File: config.mk
export PLATFORM = sky130hd
export DESIGN_NAME = mips_controller
export DESIGN_NICKNAME = d
export VERILOG_FILES = /design/src/rtl/mips_controller.sv
export SDC_FILE = /design/constraint.sdc
export NUM_CORES = 1
export LEC_CHECK = 0
export CAP_MARGIN = 0
export CORE_MARGIN = 2
export CORE_UTILIZATION = 39
export DETAILED_ROUTE_END_ITERATION = 12
export GPL_TIMING_DRIVEN = 0
export HOLD_SLACK_MARGIN = 0.03
export PLACE_DENSITY = 0.88
export SLEW_MARGIN = 20
export SYNTH_ARGS = -nofsm -noshare
export SYNTH_HDL_FRONTEND = slang
export SYNTH_SLANG_ARGS = --single-unit
File: constraint.sdc
create_clock -name clk -period 2.6 [get_ports clk]
set_input_delay 0.52 -clock clk [delete_from_list [all_inputs] [get_ports clk]]
set_output_delay 0.52 -clock clk [all_outputs]
set_load 0.005 [all_outputs]
File: src/rtl/mips_controller.sv
// mips_controller: multicycle MIPS control FSM (4-byte instruction fetch, LB/SB/R-type/BEQ/J/ADDI)
// Ports: clk, rst (async, active-low); op/funct/zero from the datapath;
//   memread/memwrite strobes, alusrca/memtoreg/iord/regwrite/regdst selects,
//   pcen, pcsource/alusrcb selects, irwrite byte enables, alucont, illop pulse, state (debug).
module mips_controller (
  input  logic       clk,
  input  logic       rst,
  input  logic [5:0] op,
  input  logic [5:0] funct,
  input  logic       zero,
  output logic       memread,
  output logic       memwrite,
  output logic       alusrca,
  output logic       memtoreg,
  output logic       iord,
  output logic       regwrite,
  output logic       regdst,
  output logic       pcen,
  output logic [1:0] pcsource,
  output logic [1:0] alusrcb,
  output logic [3:0] irwrite,
  output logic [2:0] alucont,
  output logic       illop,
  output logic [3:0] state
);
  typedef enum logic [3:0] {
    FETCH1 = 4'd0, FETCH2 = 4'd1, FETCH3 = 4'd2, FETCH4 = 4'd3, DECODE = 4'd4,
    MEMADR = 4'd5, LBRD = 4'd6, LBWR = 4'd7, SBWR = 4'd8, RTYPEEX = 4'd9,
    RTYPEWR = 4'd10, BEQEX = 4'd11, JEX = 4'd12, ADDIEX = 4'd13, ADDIWR = 4'd14
  } state_e;
  localparam logic [5:0] OP_LB = 6'b100000, OP_SB = 6'b101000, OP_RT = 6'b000000;
  localparam logic [5:0] OP_BEQ = 6'b000100, OP_J = 6'b000010, OP_ADDI = 6'b001000;
  logic [3:0] state_q, state_d;
  logic       run_q, run_d;
  logic       pcwrite, pcwritecond, funct_ok;
  logic [2:0] funct_alu;
  always_comb begin
    funct_ok = 1'b1;
    case (funct)
      6'b100000: funct_alu = 3'b010;
      6'b100010: funct_alu = 3'b110;
      6'b100100: funct_alu = 3'b000;
      6'b100101: funct_alu = 3'b001;
      6'b101010: funct_alu = 3'b111;
      default: begin
        funct_alu = 3'b010;
        funct_ok  = 1'b0;
      end
    endcase
  end
  always_comb begin
    run_d       = 1'b1;
    state_d     = state_q;
    memread     = 1'b0;
    memwrite    = 1'b0;
    alusrca     = 1'b0;
    memtoreg    = 1'b0;
    iord        = 1'b0;
    regwrite    = 1'b0;
    regdst      = 1'b0;
    pcsource    = 2'b00;
    alusrcb     = 2'b00;
    irwrite     = 4'b0000;
    alucont     = 3'b010;
    illop       = 1'b0;
    pcwrite     = 1'b0;
    pcwritecond = 1'b0;
    case (state_q)
      FETCH1, FETCH2, FETCH3, FETCH4: begin
        memread = 1'b1;
        alusrcb = 2'b01;
        pcwrite = 1'b1;
        irwrite = 4'b0001 << state_q[1:0];
        state_d = state_q + 4'd1;
      end
      DECODE: begin
        alusrcb = 2'b11;
        state_d = (op == OP_LB || op == OP_SB) ? MEMADR :
                  (op == OP_RT)   ? RTYPEEX :
                  (op == OP_BEQ)  ? BEQEX   :
                  (op == OP_J)    ? JEX     :
                  (op == OP_ADDI) ? ADDIEX  : FETCH1;
        illop   = (state_d == FETCH1);
      end
      MEMADR: begin
        alusrca = 1'b1;
        alusrcb = 2'b10;
        state_d = (op == OP_LB) ? LBRD : SBWR;
      end
      LBRD: begin
        memread = 1'b1;
        iord    = 1'b1;
        state_d = LBWR;
      end
      LBWR: begin
        regwrite = 1'b1;
        memtoreg = 1'b1;
        state_d  = FETCH1;
      end
      SBWR: begin
        memwrite = 1'b1;
        iord     = 1'b1;
        state_d  = FETCH1;
      end
      RTYPEEX: begin
        alusrca = 1'b1;
        alucont = funct_alu;
        illop   = ~funct_ok;
        state_d = RTYPEWR;
      end
      RTYPEWR: begin
        regwrite = 1'b1;
        regdst   = 1'b1;
        state_d  = FETCH1;
      end
      BEQEX: begin
        alusrca     = 1'b1;
        alucont     = 3'b110;
        pcsource    = 2'b01;
        pcwritecond = 1'b1;
        state_d     = FETCH1;
      end
      JEX: begin
        pcsource = 2'b10;
        pcwrite  = 1'b1;
        state_d  = FETCH1;
      end
      ADDIEX: begin
        alusrca = 1'b1;
        alusrcb = 2'b10;
        state_d = ADDIWR;
      end
      ADDIWR: begin
        regwrite = 1'b1;
        state_d  = FETCH1;
      end
      default: state_d = FETCH1;
    endcase
    // FETCH1 is held for one extra edge after reset release
    if (!run_q) state_d = state_q;
    // reset overrides every strobe combinationally, not just via the state register
    if (!rst) begin
      memread     = 1'b0;
      memwrite    = 1'b0;
      alusrca     = 1'b0;
      memtoreg    = 1'b0;
      iord        = 1'b0;
      regwrite    = 1'b0;
      regdst      = 1'b0;
      pcsource    = 2'b00;
      alusrcb     = 2'b00;
      irwrite     = 4'b0000;
      alucont     = 3'b010;
      illop       = 1'b0;
      pcwrite     = 1'b0;
      pcwritecond = 1'b0;
    end
    pcen = pcwrite | (pcwritecond & zero);
  end
  always_ff @(posedge clk or negedge rst) begin
    if (!rst) begin
      state_q <= FETCH1;
      run_q   <= 1'b0;
    end else begin
      state_q <= state_d;
      run_q   <= run_d;
    end
  end
  assign state = state_q;
endmodule

; ---- After elaboration in Yosys (flattened, before gate mapping)
; Cells that the tools add are included.
[classes]
add_sub_neg = 1
mul = 0
div = 0
magnitude_cmp = 0
n_eq_ne = 24
shift = 1
mux = 37
bitwise = 3
n_reduce_logical = 12
[op_table]
columns = op, count
row1 = $eq A6 B6 Y1 const B, 7
row2 = $mux W4, 8
row3 = $eq A4 B4 Y1 const B, 7
row4 = $pmux W4 S6, 1
row5 = $mux W1, 20
row6 = $eq A4 B3 Y1 const B, 4
row7 = $reduce_or A5 Y1, 3
row8 = $pmux W3 S4, 1
row9 = $eq A4 B2 Y1 const B, 2
row10 = $logic_not A4 Y1, 2
row11 = $reduce_or A4 Y1, 2
row12 = $eq A6 B2 Y1 const B, 1
row13 = $eq A6 B3 Y1 const B, 1
row14 = $eq A6 B4 Y1 const B, 1
row15 = $logic_not A6 Y1, 1
row16 = $pmux W2 S3, 1
row17 = $pmux W3 S2, 1
row18 = $add A4 B1 Y4 const B, 1
row19 = $eq A4 B1 Y1 const B, 1
row20 = $mux W2, 2
row21 = $pmux W2 S2, 1
row22 = $reduce_or A2 Y1, 2
row23 = $shl A1 B2 Y4 const A, 1
row24 = $mux W3, 1
row25 = other kinds (6), 6
[word_totals]
register_bits = 5
latch_bits = 0
ram_bits = 0
romBits = 0
inputBits = 15
output_inout_bits = 24
elab_cells = 80
mem_count = 0

; ---- Logic depth before layout (Yosys ltp)
; Gate-level depths: netlist (run 1).
[logic_depth]
word_depth = 9
mapped_depth = 7
depth_no_buf = 6

; ---- Least setup slack after synthesis (run 1)
; OpenSTA, ideal clock, no wires.
[synth_timing]
path_type = register to output
startpoint = register state_q[0] (netlist: state[0])
endpoint = output port pcen
t_arrival_ns = 1.587
required_time_ns = 2.080
setup_slack_ns = 0.493
stages_incl_launch_ff = 7
path_buffers = 1
cell_sequence = dfrtp_1 -> inv_1 -> ha_1 -> clkbuf_1 -> o41ai_4 -> nor2_1 -> a211o_1
[synth_between]
elab_chain_len = 5
elab_cells_between_ends = 13
cone_classes = eq/ne (5) / mux (4) / bitwise (2) / reduce/logical (2)
[synth_rtl]
columns = element, line
row1 = from (decl), 33  ; logic [3:0] state_q, state_d;
row2 = from (signal assigned), 165  ; state_q <= state_d;
row3 = "$eq A4 B1 Y1, or another cell as far along", 68  ; case (state_q)
row4 = $reduce_or A5 Y1 (no source line) or $mux W1 (tied branches), n/a
row5 = $mux W1 (on tied branches), "68, 142"
row6 = $mux W1 or $and A1 B1 Y1 (tied branches), "142, 158"
row7 = $or A1 B1 Y1 *, 158  ; pcen = pcwrite | (pcwritecond & zero);
row8 = to (decl), 18  ; output logic pcen,
; Mark *: on every way between the ends. The rest lies on a longest branch, timed or not.

; ---- Worst setup path in the final report (run 1)
[layout_timing]
startpoint = input port op[2]
endpoint = register state_q[3] (netlist: state[3])
[layout_between]
elab_chain_len = 7
elab_cells_between_ends = 14
cone_classes = eq/ne (5) / mux (7) / reduce/logical (2)
[layout_rtl]
columns = element, line
row1 = from (decl), 8  ; input logic [5:0] op,
row2 = $eq A6 B4 Y1, 82  ; (op == OP_ADDI) ? ADDIEX : FETCH1;
row3 = $mux W4, 82
row4 = $mux W4, 81  ; (op == OP_J) ? JEX :
row5 = $mux W4, 80  ; (op == OP_BEQ) ? BEQEX :
row6 = $mux W4, 79  ; (op == OP_RT) ? RTYPEEX :
row7 = $mux W4, 78  ; state_d = (op == OP_LB || op == OP_SB) ? MEMADR :
row8 = $pmux W4 S6 *, 68
; Marked as above.
; A chain may end at the register's enable or synchronous reset.

==> out/qor.txt, run 1 <==
pin count of the biggest net entering global routing -> 11
drt pass-1 iters -> 4
CTS tree -> built
drc violations -> 0
Max-Cap Viols -> 0
startpoint type of the worst setup path -> input pin
largest area contributor in the netlist -> dfrtp_1
DIE WIDTH -> 47.36 um
Layout area overhead -> 94.20%
routed wire length -> 3349 um
Post-synth EDFFs -> 0
Syn Area/Cell -> 7.259 sq um
Design Area, Final -> 1424 sq um
dpl ws -> -357.2 ps
GP Congestion -> 0.8634
Worst Setup End Kind -> register
status -> complete, but fails checks
final worst setup slack -> -23.25 ps
Final Cycle Share -> 100.9%
Num CTS Buffers -> 3
GRT Util Overall -> 28.39%
core area -> 1745 sq um
worst hold path class -> in -> async
Netlist cell types -> 41
#FFs+latches synth -> 5
antenna-violating nets left -> 0
R2R depth -> 7
Syn Inst Count -> 101
synth warn -> 0
die area -> 2243 sq um
Slew Limit Fails -> 0
nets -> 184
post-synthesis sequential area ratio -> 17.06%
failing checks -> setup timing
ANT cells -> 0
first-pass GRT wire length -> 4505 um
Buffers & Inverters on Critical Path -> 14
initial antenna violation count -> 0
Most common cell on crit path -> buf_4
PwrDens -> 701.8 nW/um^2
largest cells by area after synthesis -> dfrtp_1 17%, ha_1 6.8%, nand2_1 6.1%
estimated wirelength of the detail-placed design -> 1818 um
crit-path max FO -> 5
Critical Path, Cell by Cell -> buf_4, maj3_2, nor4_4, buf_4, buf_4, buf_4, buf_4, buf_4, buf_4, buf_4, buf_4, buf_4, buf_4, buf_4, buf_4, buf_4, o2111ai_1, nand2_1
maximum buffer depth of the clock tree -> 2
crit path DAT -> 2730 ps
Iteration-0 DRC Markers -> 43
row count -> 15
Max Fclk -> 381.2 MHz
Levels on crit path -> 18
placed cell area -> 1145 sq um
routed length per instance -> 17.72 um
Mapped Area -> 733.2 sq um
CP top delay family -> buffers and inverters
via/cell ratio -> 5.989
slowest stage delay, CP -> 230 ps
Die H -> 47.36 um
final hold vios -> 0
WP data required -> 2700 ps
FF-to-FF setup slack -> 820 ps
Vias -> 1132
CP max-delay cell -> maj3_2
CTS root buffer -> clkbuf_4
WS Path Type -> in -> reg
clk slew on worst S/H paths -> 40 ps
grt ovf -> 0
LEAKAGE -> 0.6254 nW
Sink Count -> 5
Starting Density -> 42.01%
I/O Buffers -> 38
Top-Level Pins -> 39
number of global-route vias before repair -> 1027
top_reg_cell synth -> dfrtp_1
most common cell in the synthesized netlist -> nand2_1
Final Setup Violations -> 1
VDD IR max -> 0.0006193 V
H-tree levels -> 1
post-route clock skew -> 0.7779 ps
Skew-Pair Late Insertion Delay -> 230 ps
top post-synthesis cells by count -> 12 x nand2_1, 10 x nor2_1, 7 x a21oi_1, 6 x inv_1
crit path time final -> 2623 ps
final-layout fill cell count -> 109
FFs w/ async S/R, synth -> 100.0%
Synth top area share -> 17.06%
post-synthesis net count -> 120
share of cells above drive strength 1 -> 34.76%
## worst register-to-register path: stages (launching register included)
cell     delay, ps
dfrtp_2        440
inv_4           70
ha_4           180
o41ai_4        390
buf_4          210
buf_4          110
o21ba_2        130
a32oi_1        110
## final cells by class
cell class | instances | area [sq um] | share of cell area (%)
plain buffers | 3 | 17.52 | 1.230
repair buffers | 61 | 539.3 | 37.87
flip-flops and latches | 5 | 128.9 | 9.051
multi-input cells | 85 | 653.1 | 45.87
inverters | 6 | 27.53 | 1.933
clock buffers | 4 | 26.28 | 1.845
well taps | 25 | 31.28 | 2.197
## placed cells by master (no fill, tap or decap), drive strengths merged, types with 4 or more instances in the layout
| cell | instances |
|---|---|
| nand2 | 12 |
| a21oi | 7 |
| and3 | 5 |
| nand2b | 4 |
| buf | 27 |
| clkdlybuf4s50 | 26 |
| inv | 6 |
| clkbuf | 8 |
| nor2 | 10 |
| ha | 4 |
| dfrtp | 5 |
## registers in the layout (all words and copies together), names as in the netlist
| name | flops |
|---|---|
| run_q | 1 |
| state | 4 |
## metrics by stage
step	cells	power (mW)	hold slack [ps]	setup TNS [ps]	utilization, %
2_1_floorplan	101	0.4362	224.4	0	-
3_3_place_gp	164	0.6496	571.5	-3364	65.59
3_5_place_dp	164	0.6665	574.6	-4126	65.59
4_1_cts	186	0.8931	259.9	0	78.42
5_1_grt	189	1.050	108.7	-100.1	81.58
6_report	189	0.9992	106.4	-23.25	81.58
## layer usage
metal	part of all wire [%]	global-route usage, %
met4	4.4	13.33
met2	50	48.38
met3	6.5	1.538
met5	0	0
met1	39	36.34
## kinds of logic after synthesis
| kind of cell | after synthesis | synth area share, % |
|---|---|---|
| AND/OR/NAND/NOR | 51 | 38.39 |
| AO/OA/AOI/OAI | 26 | 27.13 |
| buffers and inverters | 11 | 6.143 |
| adder cells (fa/ha/maj) | 5 | 8.191 |
| flip-flops | 5 | 17.06 |
| other | 1 | 0.5115 |
| XOR/XNOR | 1 | 1.195 |
| multiplexers | 1 | 1.365 |
## repair_timing
item,in CTS,in global routing
hold buffers,0,0
pin swaps,4,7
setup buffers,20,3
gates resized for setup,31,27
setup endpoints to repair,20,11
## final timing paths
path                                        end                  from
setup / recovery           state[3]$_DFFE_PN0P_                 op[2]
hold / removal             state[3]$_DFFE_PN0P_                   rst
setup reg to reg           state[1]$_DFFE_PN0P_  state[1]$_DFFE_PN0P_
hold reg to reg            state[0]$_DFFE_PN0P_       run_q$_DFF_PN0_
max in group asynchronous  state[0]$_DFFE_PN0P_                   rst
min in group clk           state[0]$_DFFE_PN0P_       run_q$_DFF_PN0_
## where the power goes
part           switching, mW  total [mW]  internal, mW
registers             0.0427       0.144         0.101
logic                  0.359       0.769         0.409
clock network         0.0285      0.0863        0.0578
No activity file was read; power rests on OpenSTA's default activity.
==> run 2: changes to the inputs <==
--- a/config.mk
+++ b/config.mk
@@ -6,8 +6,11 @@
 export NUM_CORES = 1
 export LEC_CHECK = 0
 export CAP_MARGIN = 0
+export CELL_PAD_IN_SITES_DETAIL_PLACEMENT = 1
+export CELL_PAD_IN_SITES_GLOBAL_PLACEMENT = 2
+export CORE_ASPECT_RATIO = 0.6
 export CORE_MARGIN = 2
-export CORE_UTILIZATION = 39
+export CORE_UTILIZATION = 20
 export DETAILED_ROUTE_END_ITERATION = 12
 export GPL_TIMING_DRIVEN = 0
 export HOLD_SLACK_MARGIN = 0.03
==> run 2 against run 1 <==
  * The run now ends clean
  * Maximum frequency grew 5.5%
  * Die area increased by 86%
  * Non-clock buffer count fell by 18
  * Via count shrank 15%
  * Worst setup slack gained 140 ps
  * Core utilization decreased by 42 points
  * Sequential power shrank 11%
  * Final cell count grew 1.1%
  * Highest routed layer unchanged
  * Clock power increased by 69%
  * Routed wire length decreased by 8.7%
==> out/qor.txt, run 2 (synthesized netlist as in run 1, its figures left out) <==
Worst Setup End Kind -> output port
Crit. Startpoint -> funct[3]
share of cells above drive strength 1 -> 23.29% (-11 points)
crit path time final -> 2486 ps (-136.8 ps)
pin count of the biggest net entering global routing -> 11 (unchanged)
routed wire length -> 3057 um (-8.7%)
worst reg2reg endpoint -> state[1]$_DFFE_PN0P_
Starting Density -> 21.67% (-20 points)
Iteration-0 DRC Markers -> 39 (-9.3%)
reg-to-reg critical path startpoint -> state[0]$_DFFE_PN0P_
VDD IR max -> 0.0002759 V (-55%)
Sink Count -> 5 (unchanged)
final hold vios -> 0 (unchanged)
crit-path max FO -> 3 (-2)
Levels on crit path -> 6 (-12)
nets -> 166 (-9.8%)
Die H -> 50.90 um (+7.5%)
Layout area overhead -> 80.89%
Inst Count DP -> 184 (+12%)
Final Setup Violations -> 0 (-1)
RSZ-0062 raised after global routing -> false
Max Fclk -> 402.2 MHz (+5.5%)
row count -> 16 (+1)
drt pass-1 iters -> 4 (unchanged)
CTS tree -> built
startpoint type of the worst setup path -> input pin
clk slew on worst S/H paths -> 40 ps (about the same)
LEAKAGE -> 0.5915 nW (-5.4%)
number of global-route vias before repair -> 1015 (-1.2%)
H-tree levels -> 1 (unchanged)
Hold WS -> 229.5 ps (+123.1 ps)
CP endpoint -> alucont[0]
crit path DAT -> 1970 ps (-760 ps)
Most common cell on crit path -> clkdlybuf4s50_1
first-pass GRT wire length -> 4981 um (+11%)
post-route clock skew -> 1.667 ps (+0.8892 ps)
Critical Path, Cell by Cell -> clkdlybuf4s50_1, nand2b_1, nor3b_2, a21oi_1, nor2_1, clkdlybuf4s50_1
initial antenna violation count -> 0 (unchanged)
WP data required -> 2080 ps (-620 ps)
Skew-Pair Late Insertion Delay -> 220 ps (about the same)
estimated wirelength of the detail-placed design -> 2312 um (+27%)
PwrDens -> 697.3 nW/um^2 (-0.63%)
GRT Util Overall -> 15.45% (-13 points)
CTS root buffer -> clkbuf_8
status -> finished clean
Num CTS Buffers -> 3 (unchanged)
maximum buffer depth of the clock tree -> 2 (unchanged)
GP Congestion -> 0.8173 (-5.3%)
dpl ws -> -530.4 ps (-173.2 ps)
placed cell area -> 1170 sq um (+2.2%)
grt ovf -> 0 (unchanged)
CP max-delay cell -> clkdlybuf4s50_1
R2R depth -> 6 (-1)
FF-to-FF setup slack -> 930 ps (+110 ps)
CP top delay family -> buffers and inverters
slowest stage delay, CP -> 510 ps (+280 ps)
I/O Buffers -> 38 (unchanged)
via/cell ratio -> 5.026 (-16%)
Vias -> 960 (-15%)
Buffers & Inverters on Critical Path -> 2 (-12)
most frequent cells in the layout -> 22 x clkdlybuf4s50_1, 12 x nand2_1, 9 x nor2_1
most common cell after layout, fill and taps aside -> clkdlybuf4s50_1
Slew Limit Fails -> 0 (unchanged)
Largest register FFs -> 4 (unchanged)
Design Area, Final -> 1326 sq um (-6.9%)
drc violations -> 0 (unchanged)
core area -> 3383 sq um (+94%)
DIE WIDTH -> 82.17 um (+73%)
final worst setup slack -> 113.5 ps (+136.8 ps)
antenna-violating nets left -> 0 (unchanged)
die area -> 4182 sq um (+86%)
ANT cells -> 0 (unchanged)
Max-Cap Viols -> 0 (unchanged)
WS Path Type -> in -> out
Top-Level Pins -> 39 (unchanged)
fin cells -> 191 (+1.1%)
Final Cycle Share -> 95.63% (-5.3 points)
worst hold path class -> in -> async
routed length per instance -> 16.01 um (-9.7%)
## run 2: changes by cell type in the layout (fill, tap and decap cells not counted), moves of 2 or more
cell,previous run,this run
buf_4,26,5
clkbuf_2,3,1
clkbuf_4,4,1
clkbuf_8,0,3
clkdlybuf4s50_1,26,22
dlygate4sd2_1,3,8
dlymetal6s2s_1,3,6
inv_2,0,2
inv_4,2,0
## run 2: worst min path at each step
| stage | end | slack (ps) | depth (start not counted) |
|---|---|---|---|
| after detailed placement | state[0]$_DFFE_PN0P_ | 580 | 1 |
| after CTS | state[1]$_DFFE_PN0P_ | 230 | 1 |
| final | state[1]$_DFFE_PN0P_ | 230 | 1 |
| after global routing | state[0]$_DFFE_PN0P_ | 240 | 1 |
| after global placement | state[0]$_DFFE_PN0P_ | 570 | 1 |
| after floorplan | run_q$_DFF_PN0_ | 220 | 0 |
## run 2: layout make-up
cell class                 instances  area, sq um
multi-input combinational         85        638.1
buffer                             4        25.02
inverter                           6        22.52
tap                               45        56.30
clock buffer                       4        45.04
timing repair buffer              42        411.6
fill                             405         2057
sequential                         5        127.6
## run 2: worst reg2reg max path, stage by stage (launching register included)
cell and delay [ps]:
dfrtp_2 400, buf_4 160, ha_4 190, o41ai_4 360, buf_4 200, o21ba_2 120, a32oi_1 100
## run 2: stage by stage
step                      power, mW  TNS (ps)  utilization [%]
after floorplan              0.4362         0                -
after global placement       0.6656     -5824            34.58
after detailed placement     0.6848     -6936            34.58
after CTS                    0.9148         0            38.09
after global routing         0.9972         0            39.20
final                        0.9249         0            39.20
## run 2: repair_timing
| item | in CTS | in global routing |
|---|---|---|
| gates resized for setup | 29 | 16 |
| pin swaps | 2 | 4 |
| setup buffers | 3 | 1 |
| hold buffers | 0 | 0 |
| setup endpoints to repair | 20 | 9 |
## run 2: per-layer routing
| metal | vias to the layer above | GRT usage, % | part of all wire, % |
|---|---|---|---|
| met5 | - | 0 | 0 |
| met3 | 4 | 3.534 | 6.9 |
| met1 | 461 | 20.77 | 47 |
| met2 | 38 | 25.07 | 45 |
| met4 | 0 | 3.611 | 1.3 |
| li1 | 457 | - | - |
## run 2: power by group
| part | total [mW] | switching [mW] | leakage [nW] | internal, mW |
|---|---|---|---|---|
| sequential | 0.128 | 0.0270 | 0.0622 | 0.101 |
| combinational | 0.652 | 0.322 | 0.507 | 0.330 |
| clock | 0.146 | 0.0401 | 0.0228 | 0.105 |
==> run 3: changes to the inputs <==
--- a/config.mk
+++ b/config.mk
@@ -15,6 +15,7 @@
 export GPL_TIMING_DRIVEN = 0
 export HOLD_SLACK_MARGIN = 0.03
 export PLACE_DENSITY = 0.88
+export SETUP_SLACK_MARGIN = 0.02
 export SLEW_MARGIN = 20
 export SYNTH_ARGS = -nofsm -noshare
 export SYNTH_HDL_FRONTEND = slang
==> run 3 against run 2 <==
  * Worst setup slack improved by 16 ps
  * Final cell count up 2.6%
  * Critical path depth down 1
  * Sequential cell count did not move
  * Clock-buffer cell count stayed put
  * Largest power group unchanged
==> out/qor.txt, run 3 (synthesized netlist as in run 1, its figures left out) <==
status -> finished clean
drt pass-1 iters -> 4 (unchanged)
ANT cells -> 0 (unchanged)
maximum buffer depth of the clock tree -> 2 (unchanged)
R2R depth -> 7 (+1)
Final Cycle Share -> 95.01% (-0.63 points)
final hold vios -> 0 (unchanged)
Seq pwr share -> 12.9% (-0.9 points)
final worst setup slack -> 129.9 ps (+16.33 ps)
GP Congestion -> 0.8173 (unchanged)
dpl ws -> -530.4 ps (unchanged)
startpoint type of the worst setup path -> input pin
Sw Share -> 41.26% (-0.77 points)
Net Switching -> 0.3990 mW (+2.7%)
Hold WS -> 229.9 ps (+0.4240 ps)
pin count of the biggest net entering global routing -> 11 (unchanged)
CP max-delay cell -> clkdlybuf4s50_1
Num CTS Buffers -> 3 (unchanged)
crit path DAT -> 1950 ps (-20 ps)
Slew Limit Fails -> 0 (unchanged)
clk slew on worst S/H paths -> 40 ps (about the same)
Inst Count DP -> 184 (unchanged)
estimated wirelength of the detail-placed design -> 2312 um (unchanged)
total power draw -> 0.9671 mW (+4.6%)
Skew-Pair Late Insertion Delay -> 220 ps (about the same)
Iteration-0 DRC Markers -> 52 (+33%)
CTS root buffer -> clkbuf_8
clock share of power -> 15.3% (-0.4 points)
LEAKAGE -> 0.6115 nW (+3.4%)
RSZ-0062 raised after global routing -> false
Crit. Startpoint -> funct[5]
Largest register FFs -> 4 (unchanged)
slowest stage delay, CP -> 460 ps (-50 ps)
placed cell area -> 1170 sq um (unchanged)
Layout area overhead -> 87.37%
Worst Setup End Kind -> output port
Sink Count -> 5 (unchanged)
share of cells above drive strength 1 -> 25.83% (+2.5 points)
worst hold path class -> in -> async
I/O Buffers -> 38 (unchanged)
WS Path Type -> in -> out
Max-Cap Viols -> 0 (unchanged)
most common cell after layout, fill and taps aside -> clkdlybuf4s50_1
VDD IR max -> 0.0002797 V (+1.4%)
fin cells -> 196 (+2.6%)
Top-Level Pins -> 39 (unchanged)
WP data required -> 2080 ps (about the same)
post-route clock skew -> 1.471 ps (-0.1963 ps)
worst reg2reg endpoint -> state[1]$_DFFE_PN0P_
Buffers & Inverters on Critical Path -> 2 (unchanged)
Vias -> 975 (+1.6%)
via/cell ratio -> 4.974 (-1.0%)
reg-to-reg critical path startpoint -> state[0]$_DFFE_PN0P_
H-tree levels -> 1 (unchanged)
Gate power share -> 71.8% (+1.4 points)
CTS tree -> built
CP top delay family -> buffers and inverters
GRT Util Overall -> 15.82% (+0.37 points)
crit path time final -> 2470 ps (-16.33 ps)
die area -> 4182 sq um (unchanged)
most frequent cells in the layout -> 22 x clkdlybuf4s50_1, 12 x nand2_1, 11 x buf_4
Pint -> 0.5681 mW (+5.9%)
row count -> 16 (unchanged)
initial antenna violation count -> 0 (unchanged)
Final Setup Violations -> 0 (unchanged)
antenna-violating nets left -> 0 (unchanged)
routed length per instance -> 15.89 um (-0.73%)
DIE WIDTH -> 82.17 um (unchanged)
core area -> 3383 sq um (unchanged)
grt ovf -> 0 (unchanged)
crit-path max FO -> 2 (-1)
FF-to-FF setup slack -> 840 ps (-90 ps)
Starting Density -> 21.67% (unchanged)
first-pass GRT wire length -> 5106 um (+2.5%)
drc violations -> 0 (unchanged)
Design Area, Final -> 1374 sq um (+3.6%)
nets -> 171 (+3.0%)
Die H -> 50.90 um (unchanged)
PwrDens -> 703.9 nW/um^2 (+0.94%)
Max Fclk -> 404.8 MHz (+0.66%)
routed wire length -> 3114 um (+1.9%)
number of global-route vias before repair -> 1045 (+3.0%)
Critical Path, Cell by Cell -> clkdlybuf4s50_1, nor2b_4, nand4_1, or4_1, dlygate4sd2_1
[run 3: layout make-up]
| class | instances | area [sq um] |
|---|---|---|
| buffer | 4 | 25.02 |
| fill | 397 | 2009 |
| timing repair buffer | 47 | 449.2 |
| inverter | 6 | 25.02 |
| sequential | 5 | 127.6 |
| tap | 45 | 56.30 |
| clock buffer | 4 | 45.04 |
| multi-input combinational | 85 | 645.6 |
[run 3: power groups by stage]
stage,Sequential (mW),Clock (mW),Combinational [mW]
after floorplan,0.122,0,0.314
after global placement,0.126,0,0.540
after detailed placement,0.127,0,0.557
after CTS,0.124,0.148,0.668
after global routing,0.127,0.152,0.760
final,0.125,0.148,0.694
[run 3: metal layers]
metal | up-vias | track usage (%) | wire length, um
met1 | 462 | 20.66 | 1468
met4 | 0 | 3.611 | 41
li1 | 471 | - | -
met3 | 4 | 3.710 | 171
met2 | 38 | 26.42 | 1433
met5 | - | 0 | 0
[run 3: what timing repair did]
action / in CTS / in global routing
gates resized for setup: 31 / 15
setup endpoints to repair: 20 / 10
hold buffers: 0 / 0
pin swaps: 4 / 3
buffers inserted: 6 / 3
[run 3: stage by stage]
stage                     utilization (%)  setup TNS, ps
after floorplan                         -              0
after global placement              34.58          -5824
after detailed placement            34.58          -6936
after CTS                           38.87              0
after global routing                40.61              0
final                               40.61              0
[run 3: worst max-delay path by stage]
stage          depth (start not counted)  slack (ps)    endpoint
2_1_floorplan                          6         490        pcen
3_3_place_gp                           5        -470  irwrite[1]
3_5_place_dp                           5        -530  irwrite[1]
4_1_cts                                7          20  alusrcb[0]
5_1_grt                                5          20        iord
6_report                               5         130  alucont[1]
